**config.mk**
```make
export PLATFORM = sky130hd
export DESIGN_NAME = echo_connect_fifo
export DESIGN_NICKNAME = d
export VERILOG_FILES = /design/src/rtl/echo_connect_fifo.sv
export SDC_FILE = /design/constraint.sdc
export NUM_CORES = 1
export LEC_CHECK = 0
export CAP_MARGIN = 20
export CORE_ASPECT_RATIO = 1.25
export CORE_MARGIN = 4
export CORE_UTILIZATION = 25
export CTS_CLUSTER_DIAMETER = 50
export DETAILED_ROUTE_END_ITERATION = 6
export PLACE_DENSITY = 0.54
export SLEW_MARGIN = 20
export SYNTH_ARGS = -nofsm -noshare
export SYNTH_HDL_FRONTEND = slang
export SYNTH_SLANG_ARGS = --single-unit
export TNS_END_PERCENT = 50
```
**constraint.sdc**
```tcl
create_clock -name CLK -period 6.4 [get_ports CLK]
set_input_delay 0.96 -clock CLK [delete_from_list [all_inputs] [get_ports CLK]]
set_output_delay 0.96 -clock CLK [all_outputs]
set_load 0.005 [all_outputs]
```
**src/rtl/echo_connect_fifo.sv**
```systemverilog
// Say/heard echo connector with a DEPTH-entry circular FIFO between the say
// method and the heard indication, plus occupancy and wrapping transfer counts.
module echo_connect_fifo #(
  parameter int WIDTH = 192,
  parameter int DEPTH = 4,
  parameter int AW    = 2,
  parameter int CNT_W = 11
) (
  input  logic             CLK,
  input  logic             nRST,
  input  logic             say__ENA,
  input  logic [WIDTH-1:0] say_meth,
  input  logic [WIDTH-1:0] say_v,
  output logic             say__RDY,
  output logic             ind_heard__ENA,
  output logic [WIDTH-1:0] ind_heard_heard_meth,
  output logic [WIDTH-1:0] ind_heard_heard_v,
  input  logic             ind_heard__RDY,
  input  logic             rule_enable,
  output logic             rule_ready,
  output logic [AW:0]      occupancy,
  output logic [CNT_W-1:0] say_count,
  output logic [CNT_W-1:0] heard_count
);

  localparam logic [AW:0]      OCC_FULL = (AW+1)'(DEPTH);
  localparam logic [AW:0]      OCC_ONE  = (AW+1)'(1);
  localparam logic [AW-1:0]    PTR_ONE  = AW'(1);
  localparam logic [CNT_W-1:0] CNT_ONE  = CNT_W'(1);

  logic [WIDTH-1:0] meth_mem [DEPTH];
  logic [WIDTH-1:0] v_mem    [DEPTH];
  logic [AW-1:0]    wr_ptr;
  logic [AW-1:0]    rd_ptr;
  logic             say_fire;
  logic             respond_rdy;
  logic             respond_fire;

  // Readiness looks only at registered occupancy, so a full FIFO blocks say
  // even in a cycle where respond drains the head.
  assign say__RDY       = (occupancy != OCC_FULL);
  assign say_fire       = say__ENA & say__RDY;
  assign respond_rdy    = (occupancy != '0) & ind_heard__RDY;
  assign rule_ready     = respond_rdy;
  assign respond_fire   = rule_enable & respond_rdy;
  assign ind_heard__ENA = respond_fire;

  assign ind_heard_heard_meth = meth_mem[rd_ptr];
  assign ind_heard_heard_v    = v_mem[rd_ptr];

  always_ff @(posedge CLK) begin
    if (say_fire) begin
      meth_mem[wr_ptr] <= say_meth;
      v_mem[wr_ptr]    <= say_v;
    end
  end

  always_ff @(posedge CLK or negedge nRST) begin
    if (!nRST) begin
      wr_ptr      <= '0;
      rd_ptr      <= '0;
      occupancy   <= '0;
      say_count   <= '0;
      heard_count <= '0;
    end else begin
      if (say_fire) begin
        wr_ptr    <= wr_ptr + PTR_ONE;
        say_count <= say_count + CNT_ONE;
      end
      if (respond_fire) begin
        rd_ptr      <= rd_ptr + PTR_ONE;
        heard_count <= heard_count + CNT_ONE;
      end
      case ({say_fire, respond_fire})
        2'b10:   occupancy <= occupancy + OCC_ONE;
        2'b01:   occupancy <= occupancy - OCC_ONE;
        default: occupancy <= occupancy;
      endcase
    end
  end

endmodule

```
==> results.md <==
- Crit-path max cell delay: 980 ps
- Max VDD drop: 0.000269 V
- Port bufs: 800
- F_max: 219 MHz
- WP data required: 5440 ps
- CTS H-tree lvls: 4
- Post-Syn Instances: 2,122
- Clock transition at the registers of the reported paths: 70 ps
- First-pass GRT wire length: 208,000 µm
- Most common cell after layout, fill and taps aside: edfxtp_1
- CTS tree: done
- Crit path launch type: register
- CP Capture Type: output port
- CTS Buf Count: 176
- Syn_nets: 2,519
- Max-slew headroom: 29.0%
- Syn. warnings: 0
- Seq cells post-synth: 1,565
- Maxcap violations: 0
- Final Hold Viols: 0
- Routed WL: 146,000 µm
- Tcrit/Tclk final: 71.3%
- CTS resizes: 0
- Syn-to-layout area delta: 30.9%
- Chip width: 434 µm
- Sequential-to-total area share from yosys stat: 82.7%
- # IOs: 801
- Dpl cells: 5,845
- Detail Route Antenna Nets: 0
- Placement Rows: 195
- Final min period: 4560 ps
- Number of global-route vias before repair: 28,200
- Slew @ Worst Pin: 1060 ps
- Async set-reset flop share out of synthesis: 1.85%
- Grt ovf: 0
- Drt first pass iters: 5
- Final setup viols: 0
- Area of the core: 226,000 µm²
- Largest net degree at the start of global routing: 122
- Final setup skew: 71.6 ps
- Mapped Area: 56,700 µm²
- DIE AREA: 234,000 µm²
- Post-synth EDFFs: 1,536
- TritonCTS Sinks: 1,565
- Yosys cell types: 32
- Status: finished clean
- Setup TNS: 0 ps
- Ys flop type: edfxtp_1
- Post-CTS Hold Buffers: 0
- CP Cell Sequence: buf_12 > buf_4 > mux4_2 > clkdlybuf4s50_1
- Share of layout cells above drive strength 1: 21.8%
- RSZ-0062 raised after global routing: false
- Pwr dens: 467 nW/µm²
- GPL Wtd Cong: 0.758
- Final Non-Filler Cells: 6,172
- Pleak: 23.4 nW
- Synthesized area per cell: 26.7 µm²
- Clk_lat worst skew: 830 ps
- DP Wirelength: 94,500 µm
- Most frequent cells in the layout: 1,536 x edfxtp_1, 800 x clkdlybuf4s50_1, 384 x mux4_2
- Routed length per instance: 23.6 µm
- Layout Nets: 3,465
- Crit-path max FO: 35
- Critical path class: reg2out
- Hold Path Class: reg2reg
- WP data arrival: 3600 ps
- CTS Root Cell: clkbuf_16
- Post-CTS Setup Bufs: 0
- DR iter-0 viols: 1,385
- CTS max path bufs: 4
- Via count: 26,300
- Starting density of the core: 25.1%
- DR DRC count: 0
- Die H: 540 µm
- GR Util All Layers: 12.1%
- Slew Viols, Final: 0
- Routed vias/inst: 4.26
- Crit-path slowest cell: dfrtp_4
- Filler Cells Inserted: 21,200
- Initial antenna violation count: 51
## per-stage QoR
stage	utilization [%]	hold slack [ps]	worst slack, ps	cell area [µm²]	power (W)
6_report	32.9	486	1840	74200	0.0346
5_1_grt	32.9	505	1540	74200	0.0364
4_1_cts	32.9	454	1600	74100	0.0355
3_5_place_dp	30.4	483	2540	68700	0.0257
3_3_place_gp	30.4	459	2560	68700	0.0256
2_1_floorplan	-	465	359	56700	0.0196
## logic make-up (layout without fill, tap and decap cells)
family                   Yosys count  after routing  share of synthesized area, %
AO/OA/AOI/OAI                      2              2                        0.0375
other                              0             15                             0
XOR/XNOR                          26             26                         0.402
AND/OR/NAND/NOR                   39             39                         0.439
buffers and inverters             94           1174                         0.931
flip-flops                      1565           1565                          82.7
multiplexers                     388            388                          15.3
adder cells (fa/ha/maj)            8              8                         0.190
## power breakdown
| part | leakage, nW | internal, W | switching (W) |
|---|---|---|---|
| Sequential | 14.4 | 0.0135 | 0.000546 |
| Combinational | 6.25 | 0.00581 | 0.00516 |
| Clock | 2.67 | 0.00561 | 0.00399 |
## flip-flops by register name, indices dropped and copies added, names as in the netlist
register     cells
heard_count     11
meth_mem       768
occupancy        3
rd_ptr           2
say_count       11
v_mem          768
wr_ptr           2
## critical path: cells and delay by family, from the launching register on
kind / cells / cell delay, ps
muxes: 1 / 570
buffers and inverters: 3 / 1140
DFF: 1 / 980
## area by class of cell
cell class / count / area [µm²] / share of cell area (%)
flip-flops and latches: 1565 / 46900 / 63.2
repair buffers: 855 / 8760 / 11.8
clock buffers: 214 / 4590 / 6.19
multi-input cells: 463 / 9320 / 12.6
diodes: 15 / 37.5 / 0.0506
inverters: 7 / 26.3 / 0.0354
well taps: 2955 / 3700 / 4.98
clock inverters: 98 / 895 / 1.21
## per-layer routing
layer	vias to the layer above	part of all wire (%)	wire (µm)	track usage, %
met3	288	8.9	13000	4.65
met2	819	49	71900	19.9
li1	11100	-	-	-
met1	14000	38	55600	14.3
met4	40	3.5	5120	4.68
met5	-	0.19	283	0
## worst paths after layout
kind                                from                     to  slack [ps]  cells after the start
max reg2reg                 occupancy[2]          v_mem[2][124]        3700                      5
min in group asynchronous           nRST         heard_count[8]         530                      2
max                            rd_ptr[0]  ind_heard_heard_v[38]        1840                      4
max in group asynchronous           nRST         heard_count[2]        5530                      2
min reg2reg                say_count[10]          say_count[10]         490                      1
min                        say_count[10]          say_count[10]         490                      1
## Yosys cell counts, types with 2 or more instances
library cell,count,share of area (%)
edfxtp_1,1536,81
mux4_2,384,15
buf_2,35,0.31
buf_4,35,0.46
dfrtp_1,29,1.3
clkbuf_1,15,0.099
xnor2_1,14,0.22
xor2_1,12,0.19
ha_1,7,0.15
nand3_1,7,0.062
nand4_1,7,0.077
inv_1,6,0.040
and3_2,4,0.053
nand2_1,4,0.026
and4_1,3,0.046
nor4_1,3,0.033
and2_1,2,0.022
buf_1,2,0.013
mux2_4,2,0.053
nor2_1,2,0.013
nor3_1,2,0.018
No activity file was read; power rests on OpenSTA's default activity.
